### src/rtl/timer_ctrl_if.sv
// Port bundle between the kitchen-timer controller and its time base, buttons and display mux.
interface timer_ctrl_if;
   logic       EN1HZ;
   logic       SIG2HZ;
   logic       BTN_START;
   logic       BTN_MIN;
   logic       BTN_SEC;
   logic       BTN_CLR;
   logic [7:0] MIN_BCD;
   logic [7:0] SEC_BCD;
   logic [1:0] STATE;
   logic       BLANK;
   logic       BUZZ;

   modport master (
      output EN1HZ, SIG2HZ, BTN_START, BTN_MIN, BTN_SEC, BTN_CLR,
      input  MIN_BCD, SEC_BCD, STATE, BLANK, BUZZ
   );

   modport slave (
      input  EN1HZ, SIG2HZ, BTN_START, BTN_MIN, BTN_SEC, BTN_CLR,
      output MIN_BCD, SEC_BCD, STATE, BLANK, BUZZ
   );
endinterface

### src/rtl/timer_ctrl.sv
// Countdown kitchen-timer controller: MM:SS set/run/pause/alarm sequencing with BCD outputs,
// pause blink and alarm buzzer, driven by the 1 Hz enable and 2 Hz square wave.
module timer_ctrl #(
   parameter int unsigned MAX_MIN   = 59,
   parameter int unsigned ALARM_SEC = 10
) (
   input logic         CLK,
   input logic         RST,
   timer_ctrl_if.slave bus
);
   localparam int unsigned BCD_W = 8;
   localparam int unsigned CNT_W = 8;
   localparam int unsigned BTN_W = 4;
   localparam logic [BCD_W-1:0] MAX_MIN_BCD = {4'(MAX_MIN / 10), 4'(MAX_MIN % 10)};
   localparam logic [BCD_W-1:0] SEC_TOP     = 8'h59;
   localparam logic [CNT_W-1:0] ALARM_TOP   = CNT_W'(ALARM_SEC);

   typedef enum logic [1:0] {
      S_IDLE  = 2'd0,
      S_RUN   = 2'd1,
      S_PAUSE = 2'd2,
      S_ALARM = 2'd3
   } state_t;

   state_t             state_q, state_d;
   logic [BCD_W-1:0]   min_q, min_d;
   logic [BCD_W-1:0]   sec_q, sec_d;
   logic [CNT_W-1:0]   cnt_q, cnt_d;
   logic               blank_q, blank_d;
   logic               buzz_q, buzz_d;
   logic [BTN_W-1:0]   btn_prev_q;
   logic [BTN_W-1:0]   btn_c;
   logic [BTN_W-1:0]   press_c;
   logic               p_clr_c, p_start_c, p_min_c, p_sec_c;

   function automatic logic [BCD_W-1:0] bcd_inc(input logic [BCD_W-1:0] v);
      bcd_inc = (v[3:0] == 4'd9) ? {v[7:4] + 4'd1, 4'd0} : {v[7:4], v[3:0] + 4'd1};
   endfunction

   function automatic logic [BCD_W-1:0] bcd_dec(input logic [BCD_W-1:0] v);
      bcd_dec = (v[3:0] == 4'd0) ? {v[7:4] - 4'd1, 4'd9} : {v[7:4], v[3:0] - 4'd1};
   endfunction

   // Rising-edge detect; bit order {clr, start, min, sec}
   assign btn_c     = {bus.BTN_CLR, bus.BTN_START, bus.BTN_MIN, bus.BTN_SEC};
   assign press_c   = btn_c & ~btn_prev_q;
   assign p_clr_c   = press_c[3];
   assign p_start_c = press_c[2];
   assign p_min_c   = press_c[1];
   assign p_sec_c   = press_c[0];

   always_ff @(posedge CLK) begin
      if (RST) begin
         state_q    <= S_IDLE;
         min_q      <= '0;
         sec_q      <= '0;
         cnt_q      <= '0;
         blank_q    <= 1'b0;
         buzz_q     <= 1'b0;
         btn_prev_q <= '0;
      end else begin
         state_q    <= state_d;
         min_q      <= min_d;
         sec_q      <= sec_d;
         cnt_q      <= cnt_d;
         blank_q    <= blank_d;
         buzz_q     <= buzz_d;
         btn_prev_q <= btn_c;
      end
   end

   always_comb begin
      state_d = state_q;
      min_d   = min_q;
      sec_d   = sec_q;
      cnt_d   = cnt_q;

      case (state_q)
         S_IDLE: begin
            if (p_clr_c) begin
               min_d = '0;
               sec_d = '0;
            end else if (p_start_c) begin
               if ((min_q != '0) || (sec_q != '0)) state_d = S_RUN;
            end else if (p_min_c) begin
               min_d = (min_q == MAX_MIN_BCD) ? '0 : bcd_inc(min_q);
            end else if (p_sec_c) begin
               sec_d = (sec_q == SEC_TOP) ? '0 : bcd_inc(sec_q);
            end
         end
         S_RUN: begin
            if (p_clr_c) begin
               state_d = S_IDLE;
               min_d   = '0;
               sec_d   = '0;
            end else begin
               if (bus.EN1HZ) begin
                  if (sec_q != '0) begin
                     sec_d = bcd_dec(sec_q);
                  end else begin
                     min_d = bcd_dec(min_q);
                     sec_d = SEC_TOP;
                  end
               end
               if (p_start_c) state_d = S_PAUSE;
               // Reaching zero overrides a same-cycle pause request
               if (bus.EN1HZ && (min_d == '0) && (sec_d == '0)) begin
                  state_d = S_ALARM;
                  cnt_d   = '0;
               end
            end
         end
         S_PAUSE: begin
            if (p_clr_c) begin
               state_d = S_IDLE;
               min_d   = '0;
               sec_d   = '0;
            end else if (p_start_c) begin
               state_d = S_RUN;
            end
         end
         S_ALARM: begin
            if (press_c != '0) begin
               state_d = S_IDLE;
            end else if (bus.EN1HZ) begin
               cnt_d = cnt_q + CNT_W'(1);
               if (cnt_d == ALARM_TOP) state_d = S_IDLE;
            end
         end
         default: state_d = S_IDLE;
      endcase

      blank_d = (state_d == S_PAUSE) && !bus.SIG2HZ;
      buzz_d  = (state_d == S_ALARM) && bus.SIG2HZ;
   end

   assign bus.MIN_BCD = min_q;
   assign bus.SEC_BCD = sec_q;
   assign bus.STATE   = state_q;
   assign bus.BLANK   = blank_q;
   assign bus.BUZZ    = buzz_q;
endmodule
### src/flat_wrapper.sv
// flat-port wrapper written by rule: the top's interface ports become plain ports
module timer_ctrl_flat 
#(
   parameter int unsigned MAX_MIN   = 59,
   parameter int unsigned ALARM_SEC = 10
)
  (CLK, RST, bus_EN1HZ, bus_SIG2HZ, bus_BTN_START, bus_BTN_MIN, bus_BTN_SEC, bus_BTN_CLR, bus_MIN_BCD, bus_SEC_BCD, bus_STATE, bus_BLANK, bus_BUZZ);
  timer_ctrl_if bus_i ();
  input logic CLK;
  input logic RST;
  input wire logic [$bits(bus_i.EN1HZ)-1:0] bus_EN1HZ;
  input wire logic [$bits(bus_i.SIG2HZ)-1:0] bus_SIG2HZ;
  input wire logic [$bits(bus_i.BTN_START)-1:0] bus_BTN_START;
  input wire logic [$bits(bus_i.BTN_MIN)-1:0] bus_BTN_MIN;
  input wire logic [$bits(bus_i.BTN_SEC)-1:0] bus_BTN_SEC;
  input wire logic [$bits(bus_i.BTN_CLR)-1:0] bus_BTN_CLR;
  output wire logic [$bits(bus_i.MIN_BCD)-1:0] bus_MIN_BCD;
  output wire logic [$bits(bus_i.SEC_BCD)-1:0] bus_SEC_BCD;
  output wire logic [$bits(bus_i.STATE)-1:0] bus_STATE;
  output wire logic [$bits(bus_i.BLANK)-1:0] bus_BLANK;
  output wire logic [$bits(bus_i.BUZZ)-1:0] bus_BUZZ;
  assign bus_i.EN1HZ = bus_EN1HZ;
  assign bus_i.SIG2HZ = bus_SIG2HZ;
  assign bus_i.BTN_START = bus_BTN_START;
  assign bus_i.BTN_MIN = bus_BTN_MIN;
  assign bus_i.BTN_SEC = bus_BTN_SEC;
  assign bus_i.BTN_CLR = bus_BTN_CLR;
  assign bus_MIN_BCD = bus_i.MIN_BCD;
  assign bus_SEC_BCD = bus_i.SEC_BCD;
  assign bus_STATE = bus_i.STATE;
  assign bus_BLANK = bus_i.BLANK;
  assign bus_BUZZ = bus_i.BUZZ;
  timer_ctrl #(.MAX_MIN(MAX_MIN), .ALARM_SEC(ALARM_SEC)) u_core (.CLK(CLK), .RST(RST), .bus(bus_i));
endmodule
### config.mk
export PLATFORM = sky130hd
export DESIGN_NAME = timer_ctrl_flat
export DESIGN_NICKNAME = d
export VERILOG_FILES = /design/src/rtl/timer_ctrl_if.sv /design/src/rtl/timer_ctrl.sv /design/src/flat_wrapper.sv
export SDC_FILE = /design/constraint.sdc
export NUM_CORES = 1
export LEC_CHECK = 0
export BUFFER_PORTS_ARGS = -buffer_cell sky130_fd_sc_hd__buf_2
export CORE_MARGIN = 3
export CORE_UTILIZATION = 45
export DETAILED_ROUTE_END_ITERATION = 10
export PLACE_DENSITY = 0.6
export SYNTH_ARGS = -nofsm -noshare
export SYNTH_HDL_FRONTEND = slang
export SYNTH_SLANG_ARGS = --single-unit
export TNS_END_PERCENT = 5
### constraint.sdc
create_clock -name CLK -period 4.4 [get_ports CLK]
set_clock_uncertainty 0.2 [all_clocks]
set_input_delay 0.44 -clock CLK [delete_from_list [all_inputs] [get_ports CLK]]
set_output_delay 0.44 -clock CLK [all_outputs]
set_load 0.05 [all_outputs]
# Word level (Yosys, flattened, before mapping)
# Cells that the tools add are included.
# totals
register_bits	32
inputBits	8
out_inout_bits	20
# classes
n_addsub	9
eq_ne	21
mux	43
n_bitwise	2
n_reduce_logical	21
# op_table
cell	count
two-way mux 8 bit	28
case mux 8 bit (3 select lines)	2
two-way mux 2 bit	11
adder 4 x 1 -> 4 bit (second input constant)	4
equality test 8 x 7 -> 1 bit (second input constant)	2
zero test 8 bit	2
case mux 8 bit (2 select lines)	1
nonzero test 8 bit	2
subtractor 4 x 1 -> 4 bit (second input constant)	4
AND reduction 5 bit	3
adder 8 x 1 -> 8 bit (second input constant)	1
equality test 2 bit (second input constant)	4
equality test 4 bit (second input constant)	2
equality test 8 x 4 -> 1 bit (second input constant)	1
zero test 4 bit	2
inequality test 4 x 1 -> 1 bit (second input constant)	2
case mux 2 bit (4 select lines)	1
inequality test 2 bit (second input constant)	3
inequality test 3 x 1 -> 1 bit (second input constant)	2
inequality test 3 x 2 -> 1 bit (second input constant)	2
AND reduction 6 bit	1
AND 4 bit	1
logical AND 1 bit	4
inequality test 2 x 1 -> 1 bit (second input constant)	2
9 further kinds	9

# Logic depth before layout (Yosys ltp)
# Gate-level depths: netlist of run 1.
# logic_depth
word_depth	14
depth_mapped	8
ltp_nobuf	8

# Least setup slack after synthesis of run 1
# No wires, ideal clock.
# synth_timing
path_type	reg-to-reg
start	register u_core.min_q[1] (netlist: u_core.bus.MIN_BCD[1])
end	register u_core.cnt_q[6]
arrival_ns	2.801
required_ns	4.126
slack_ns	1.325
path_stages_with_launch	9
path_buffers	0
path_cell_list	dfxtp_1 inv_1 ha_1 nor4b_1 a311o_1 a32oi_1 or4b_4 or4_1 a31oi_1
# synth_between
elab_chain_len	11
word_cells_on_any_way	12
cone_classes	1 x add/sub; 1 x eq/ne; 5 x mux; 5 x reduce/logical
# synth_rtl
element	line	text
start: declaration	timer_ctrl.sv:26	logic [BCD_W-1:0] min_q, min_d;
start signal: assignment	timer_ctrl.sv:63	min_q <= min_d;
subtractor 4 x 1 -> 4 bit or zero test 4 bit (tied branches)	timer_ctrl.sv:41	bcd_dec = (v[3:0] == 4'd0) ? {v[7:4] - 4'd1, 4'd9} : {v[7:4], v[3:0] - 4'd1};
two-way mux 8 bit	timer_ctrl.sv:41	
two-way mux 8 bit	timer_ctrl.sv:98	if (sec_q != '0) begin
two-way mux 8 bit *	timer_ctrl.sv:97	if (bus.EN1HZ) begin
two-way mux 8 bit *	timer_ctrl.sv:92	if (p_clr_c) begin
two-way mux 8 bit *	timer_ctrl.sv:78	case (state_q)
zero test 8 bit *	timer_ctrl.sv:107	if (bus.EN1HZ && (min_d == '0) && (sec_d == '0)) begin
logical AND 1 bit * (2 in a row)	timer_ctrl.sv:107	
inequality test 2 x 1 -> 1 bit (no line) *	-	
AND reduction 5 bit (no line) *	-	
end signal: assignment	timer_ctrl.sv:65	cnt_q <= cnt_d;
end: declaration	timer_ctrl.sv:28	logic [CNT_W-1:0] cnt_q, cnt_d;
# Mark *: on every way between the ends. The rest lies on a longest branch, timed or not. The select of a mux whose other input is x is not followed.
# A chain may end at the register's enable or synchronous reset.

# Final worst setup path of run 1
# Same ends and word-level chain as after synthesis.

==> results of run 1 <==
[metrics by stage]
step / power (mW) / area, um2 / hold WS [ns]
floorplan: 0.665 / 2760 / 0.273
global placement: 0.755 / 2890 / 0.301
detailed placement: 0.755 / 2890 / 0.306
CTS: 1.05 / 2990 / 0.112
global route: 1.11 / 2990 / 0.124
finish: 1.04 / 2990 / 0.124
[registers in the layout, summed over array words and instances, names as in the netlist]
register	count
u_core.bus.MIN_BCD	8
u_core.bus.SEC_BCD	8
u_core.cnt_q	8
u_core.btn_prev_q	4
u_core.bus.STATE	2
u_core.bus.BLANK	1
u_core.bus.BUZZ	1
[cell type report]
class / count / area share [%]
Clock buffer: 6 / 2.42
Multi-Input combinational cell: 296 / 65.1
Timing Repair Buffer: 28 / 4.76
Clock inverter: 2 / 1.17
Sequential cell: 32 / 21.4
Inverter: 17 / 2.13
Tap cell: 72 / 3.01
[logic make-up after synthesis]
| kind of cell | share of synthesized area, % |
|---|---|
| and+or+nand+nor | 32.0 |
| AOI/OAI and AO/OA | 27.9 |
| buffers and inverters | 6.25 |
| DFF | 23.2 |
| adders and majority gates | 7.70 |
| xor gates and xnor gates | 2.22 |
| muxes | 0.770 |
[synth_stat cells, types with 2 or more instances]
master and count:
sky130_fd_sc_hd__a311o_1 2, sky130_fd_sc_hd__nand3_1 12, sky130_fd_sc_hd__o211ai_1 4, sky130_fd_sc_hd__xnor2_1 5, sky130_fd_sc_hd__o21bai_1 2, sky130_fd_sc_hd__buf_2 3, sky130_fd_sc_hd__a21oi_1 37, sky130_fd_sc_hd__a211oi_1 2
sky130_fd_sc_hd__ha_1 17, sky130_fd_sc_hd__nor2_1 21, sky130_fd_sc_hd__o22ai_1 2, sky130_fd_sc_hd__a21boi_0 4, sky130_fd_sc_hd__nor3_1 14, sky130_fd_sc_hd__a31o_2 2, sky130_fd_sc_hd__a221oi_1 2, sky130_fd_sc_hd__inv_1 17
sky130_fd_sc_hd__nand2b_1 10, sky130_fd_sc_hd__nor4bb_1 3, sky130_fd_sc_hd__and3_1 2, sky130_fd_sc_hd__nor2b_1 11, sky130_fd_sc_hd__dfxtp_1 32, sky130_fd_sc_hd__nor3b_1 4, sky130_fd_sc_hd__nor4_1 8, sky130_fd_sc_hd__o21a_1 2
sky130_fd_sc_hd__a311oi_1 7, sky130_fd_sc_hd__a32o_1 2, sky130_fd_sc_hd__xor2_1 2, sky130_fd_sc_hd__clkbuf_1 19, sky130_fd_sc_hd__a2111o_1 2, sky130_fd_sc_hd__a31oi_1 2, sky130_fd_sc_hd__a211o_1 2, sky130_fd_sc_hd__a22oi_1 3
sky130_fd_sc_hd__or3_1 5, sky130_fd_sc_hd__or3b_2 2, sky130_fd_sc_hd__nand3b_1 5, sky130_fd_sc_hd__a32oi_1 2, sky130_fd_sc_hd__a2bb2oi_1 2, sky130_fd_sc_hd__or2_2 2, sky130_fd_sc_hd__nand4_1 4, sky130_fd_sc_hd__nor4b_1 5
sky130_fd_sc_hd__or4_1 4, sky130_fd_sc_hd__nand2_1 33, sky130_fd_sc_hd__o21ai_0 26, sky130_fd_sc_hd__and4_1 2
[critical path, cell delays in order, from the launching register on]
cell	delay, ns
sky130_fd_sc_hd__dfxtp_1	0.39
sky130_fd_sc_hd__inv_1	0.13
sky130_fd_sc_hd__ha_1	0.25
sky130_fd_sc_hd__nor3b_1	0.47
sky130_fd_sc_hd__a311o_1	0.26
sky130_fd_sc_hd__a32oi_1	0.19
sky130_fd_sc_hd__or4b_4	0.62
sky130_fd_sc_hd__or4_1	0.40
sky130_fd_sc_hd__a31oi_1	0.16
[path summary, 6_finish.rpt]
| check | from | endpoint | slack (ns) |
|---|---|---|---|
| hold / removal | bus_SIG2HZ | u_core.bus.BLANK | 0.12 |
| setup reg to reg | u_core.bus.MIN_BCD[1] | u_core.cnt_q[6] | 1.25 |
| hold reg to reg | u_core.cnt_q[7] | u_core.cnt_q[7] | 0.34 |
| setup / recovery | u_core.bus.MIN_BCD[1] | u_core.cnt_q[6] | 1.25 |
[power breakdown]
part           internal (mW)  switching (mW)
clock                  0.168           0.121
sequential             0.306          0.0337
combinational          0.140           0.276
total                  0.614           0.431
[layer usage]
layer / track usage [%] / part of all wire (%)
met5: 0 / 0
met1: 30.9 / 51
met4: 7.63 / 2.0
met2: 31.3 / 42
met3: 3.83 / 5.4
==> out/summary.md, run 1 <==
The residual overflow from global routing is 0. The top cell type by area accounts for 23.2% of the synthesized area. Yosys attributes the largest share of cell area to sky130_fd_sc_hd__dfxtp_1 (23%), sky130_fd_sc_hd__ha_1 (7.7%), sky130_fd_sc_hd__a21oi_1 (6.7%), sky130_fd_sc_hd__o21ai_0 (4.7%), sky130_fd_sc_hd__nand2_1 (4.5%). After floorplanning, the core was divided into 27 placement rows. After layout, the minimum clock period comes to 3.15 ns. In the routed layout, each cell is associated on average with a via count of 6.29. The run finished with clean final reports.

The final layout contains routed wiring with a total length of 7430 um. Detailed placement ended at an HPWL of 5200 um. The hold violation total from the final report is 0. The number of antenna violations at the first check in global routing is 0, and the highest ir drop seen on vdd is 186 uV.

The hold buffer count at cts came out at 0. Most frequent standard cell in the layout excluding fill and tap cells: sky130_fd_sc_hd__a21oi_1. Kind of end point of the critical path: a flop. The detailed-route wire length per cell was 16.4 um. The path category of the worst min-delay check was in -> reg.

Critical path arrival: 3.17 ns. The tools report the final net count as 405. The depth of the worst register-to-register path came out at 8. The number of max-slew violations in the final report is 0. The number of buffers created by CTS is 5. The post-synthesis instance area was 0.00276 mm2. The multi-input combinational cells in the finished layout cover a total of 0.00195 mm2. The initial utilization of the core area, before any placement, comes to 48.4%.

Vertical die dimension: 84.4 um. Clock tree synthesis selected as its root buffer the cell sky130_fd_sc_hd__clkbuf_8. For this run, asynchronously set or reset flops after synthesis account for 0%. The flop and latch count out of synthesis came out at 32.

For the area occupied by registers, the log shows 641 um2. After detailed placement, the design holds a cell count of 445. The logs give 1.25 ns for the post-route worst setup slack and 1.05 nW for the leakage power of the design. Power density normalized to cell area: 349 mW/mm2. For this design, the sink count on the clock tree is 32.

The cell depth of the worst hold path was 2; the number of different library cells in the post-synthesis netlist was 65. The most instantiated flip-flop cell in the synthesis netlist is sky130_fd_sc_hd__dfxtp_1. STA puts the critical path data required time at 4.42 ns. After detailed routing, the number of remaining DRC violations is 0. For the overall die area, the log shows 0.00712 mm2.

For the count of filler cells inserted in the layout, the log shows 559. Setup repair after global routing left no endpoint under its margin. The worst setup path is launched from a flop. Sequential cells were found to cover 23.2% of the synthesized design area.

The final cell count without fillers was 453. The placer congestion estimate was 0.902. Headroom to the max-slew limit came out at 32.3%.

The logs give 5 for the number of detailed-routing iterations run before antenna repair and 1.34 ns for the worst slack after detailed placement. Final-layout setup total negative slack: 0 ns. The total number of H-tree levels came out at 2. For the pin with the worst max-slew slack, the measured transition is 1.01 ns. The post-route netlist has 12.6% of its cells at a drive strength greater than 1. Derived from the worst setup path, the maximum achievable clock frequency is 317 MHz.

For the worst-skew pair, the clock arrives at the later sink with an insertion delay of 0.29 ns. In the layout the commonest cells are sky130_fd_sc_hd__a21oi_1 (37), sky130_fd_sc_hd__nand2_1 (33), sky130_fd_sc_hd__dfxtp_1 (32). Setup violations remaining at the end of the flow were counted as 0.

The via count of the first global-routing pass was 2607. Averaged over all synthesized cells, the footprint is 7.47 um2. The first global-routing pass estimated 12700 um of wire.

Once the clock tree was built, the resizer swapped 0 gates to a different size. The largest fanout of any net on the critical path came out at 8. Dividing the final minimum period by the clock period gives 71.6%.

The area growth from synthesis to layout is 8.38%. The number of maximum-capacitance violations came out at 0. In this run the count of I/O pins placed on the die edge is 28.

For the area inside the core boundary, the log shows 0.00571 mm2. Clock-pin slew on the worst setup and hold paths: 0.08 ns. The critical path in this run is classified as reg -> reg. Global routing used 21.3% of the available tracks across all layers. The number of nets handed over by synthesis was 395. The number of enable-type register cells in the synthesized netlist was 0. The violation count after the first detailed-route iteration is 284, and the diode insertion count for antenna repair is 0.

Counting every instance in the synthesized netlist gives 370. The end-of-flow core utilization is 52.4%, and the number of setup buffers added after CTS is 0. During synthesis, Yosys emitted a total of 0 warnings. The run gives 2 as the buffer depth of the longest clock path.

The residual antenna-violating net count after detailed routing is 0. The floorplan step set the die width to 84.4 um. The number of buffers inserted by port buffering came out at 27.

TritonCTS built the clock tree. Entering global routing, the biggest net connects 32 pins. Of all cell types, the one taking the most synthesized area is sky130_fd_sc_hd__dfxtp_1. The run gives 2849 as the total vias in the final route.
Power figures use the tool's default switching activity.
==> run 2: changes to the inputs <==
--- a/config.mk
+++ b/config.mk
@@ -9,7 +9,7 @@
 export CORE_MARGIN = 3
 export CORE_UTILIZATION = 45
 export DETAILED_ROUTE_END_ITERATION = 10
-export PLACE_DENSITY = 0.6
+export PLACE_DENSITY = 0.62
 export SYNTH_ARGS = -nofsm -noshare
 export SYNTH_HDL_FRONTEND = slang
 export SYNTH_SLANG_ARGS = --single-unit
==> constraint.sdc (replaced) <==
create_clock -name CLK -period 2.8 [get_ports CLK]
set_clock_uncertainty 0.2 [all_clocks]
set_input_delay 0.28 -clock CLK [delete_from_list [all_inputs] [get_ports CLK]]
set_output_delay 0.28 -clock CLK [all_outputs]
set_load 0.05 [all_outputs]
==> out/summary.md, run 2 (synthesis results as in run 1) <==
The run finished with clean final reports. The library cell used most frequently in the layout, excluding fill and tap cells, is sky130_fd_sc_hd__a21oi_1. For the worst setup path, the data arrival time is 2.74 ns.

The routing usage on met2 was 35.8%; the power density normalized to cell area was 522 mW/mm2. After clock tree synthesis, the clock-pin slew on the worst setup and hold paths is 0.07 ns. The area growth from synthesis to layout is 20.2%.

The first routing iteration left 294 violations. The cell depth of the worst hold path came out at 2. Excluding fillers, the count of instances in the completed layout stands at 483. The tools report the half-perimeter wire length after placement as 5730 um.

Residual antenna-violating net count after detailed routing: 0. At the pin with the least slew margin, the transition time is 0.666 ns. The headroom to the max-slew limit came out at 55.6%.

The highest-delay cell along the critical path is sky130_fd_sc_hd__or4b_4. After the last flow step, the layout net total stands at 435. After floorplanning, the core was sized to cover 0.00571 mm2.

First-pass GRT wire length: 13200 um. Number of buffers inserted by port buffering: 27. The peak-usage layer in the global routing report is met2. For this run, the slowest stage of the critical path takes 0.57 ns. The run gives 2 as the buffer depth of the longest clock path.

The total vias in the final route was 2925. The critical path goes through or3b_4 > nor4_4 > o22ai_1 > or4b_4 > or4_4 > a31oi_2. For this run, the total global-route usage over all layers was measured as 22.3%. For the hold violation total from the final report, the log shows 0. In this run the static leakage power is 1.23 nW. The post-layout minimum cycle time was 2.72 ns.

Global routing used 3.24% of the available met3 tracks. The tools report the total number of H-tree levels as 2. The via count of the first global-routing pass was 2655. Across the run, the number of max-cap violations was 0. The run gives 2.82 ns as the required time at the worst-slack endpoint. The logs give 0 for the number of max-slew violations in the final report and 474 for the number of cells in the design after placement. The congestion estimate from routability-driven global placement came to 0.843. TritonCTS built the clock tree. The later pin in the worst-skew pair is clocked with a latency of 0.29 ns. Setup violations remaining at the end of the flow were counted as 0. After detailed routing, the number of remaining DRC violations is 0. Of the cells placed in the final design, the portion with a size suffix greater than 1 is 23.4%. Counting buffers and inverters, the worst setup path is 6 cells deep.

Entering global routing, the biggest net connects 32 pins. The largest fanout of any net on the critical path was 6; the diode insertion count for antenna repair was 0. In the layout the commonest cells are sky130_fd_sc_hd__a21oi_1 (36), sky130_fd_sc_hd__nand2_1 (33), sky130_fd_sc_hd__buf_4 (30).

In this run the count of I/O pins placed on the die edge is 28. The count of filler cells inserted in the layout was 577. The highest ir drop seen on vdd came out at 280 uV. Counting every sink on the clock net gives 32. Type of element launching the critical path: a flop.

For this configuration, the core starts out at a cell density of 48.4%. Period utilization: 97.3%. The die covers 0.00712 mm2. The path category of the worst min-delay check was in -> reg. Detailed-route wire length per cell: 16.6 um.

The worst setup path is captured at a flop. The highest clock frequency the design can meet was 367 MHz; the number of buffers and inverters on the critical path was 0. The via count normalized by instance count came out at 6.06. Dominant delay contributor by cell family on the critical path: simple AND/OR/NAND/NOR gates. From left edge to right edge, the die measures 84.4 um.

The run gives 5 as the number of buffers created by CTS. After detailed routing, the total wire length is 8010 um. The depth of the worst register-to-register path is 6, and the vertical die dimension is 84.4 um. The root buffer cell chosen for the clock tree is sky130_fd_sc_hd__clkbuf_8. The setup path with the least slack is of type reg -> reg. The total power of the final layout came out at 1.73 mW. The residual overflow from global routing was 0. The number of antenna violations at the first check in global routing was 0; the number of standard-cell rows in the floorplan was 27. The worst-case hold slack is 0.0254 ns. The tools report the final-layout setup total negative slack as 0 ns. The first detailed-routing pass ran for 4 iterations.

The global-route met1 utilization came out at 32.0%.
[run 2: changes by cell type in the layout (fill, tap and decap cells not counted), sizes merged]
cell	before	now
clkbuf	6	7
clkinvlp	0	1
bufinv	1	0
clkinv	1	0
buf	28	57
dlygate4sd3	0	1
[run 2: layout make-up]
cell class                      instances  area [um2]  share of cell area [%]
Multi-Input combinational cell        296        2050                    61.7
Sequential cell                        32         653                    19.7
Timing Repair Buffer                   58         370                    11.2
Tap cell                               72        90.1                    2.71
Clock buffer                            7        86.3                    2.60
Inverter                               17        63.8                    1.92
Clock inverter                          1        7.51                   0.226
[run 2: per-layer routing]
layer / part of all wire, % / up-vias
met4: 0.97 / 0
met3: 5.9 / 10
li1: - / 1455
met1: 48 / 1381
met2: 45 / 79
met5: 0 / -
[run 2: timing repair]
item | in CTS | in global routing
buffers inserted | 0 | 0
hold buffers | 1 | 0
endpoints found under the hold margin | 1 | 0
resized for setup | 0 | 17
setup endpoints to repair | 0 | 12
[run 2: worst paths after layout]
path,from,end,slack [ns]
max reg2reg,u_core.bus.SEC_BCD[0],u_core.cnt_q[6],0.08
max,u_core.bus.SEC_BCD[0],u_core.cnt_q[6],0.08
min,bus_BTN_SEC,u_core.btn_prev_q[0],0.03
min reg2reg,u_core.cnt_q[7],u_core.cnt_q[7],0.33
[run 2: stage by stage]
step | util [%] | setup WS [ns] | cell area (um2)
4_1_cts | 56.5 | 0.0110 | 3230
3_3_place_gp | 54.7 | 0.124 | 3120
6_report | 58.1 | 0.0752 | 3320
5_1_grt | 58.1 | -0.0171 | 3320
3_5_place_dp | 54.7 | 0.0560 | 3120
2_1_floorplan | - | 0.00267 | 2780
[run 2: worst reg2reg max path, stage by stage (launching register included)]
cell,delay [ns]
sky130_fd_sc_hd__dfxtp_1,0.40
sky130_fd_sc_hd__or3b_4,0.45
sky130_fd_sc_hd__nor4_4,0.30
sky130_fd_sc_hd__o22ai_1,0.10
sky130_fd_sc_hd__or4b_4,0.57
sky130_fd_sc_hd__or4_4,0.43
sky130_fd_sc_hd__a31oi_2,0.20
[run 2: power by group]
group / switching, mW / internal (mW) / total (mW) / leakage, nW
Combinational: 0.484 / 0.331 / 0.815 / 0.921
Clock: 0.190 / 0.200 / 0.390 / 0.0445
Sequential: 0.0423 / 0.485 / 0.527 / 0.263
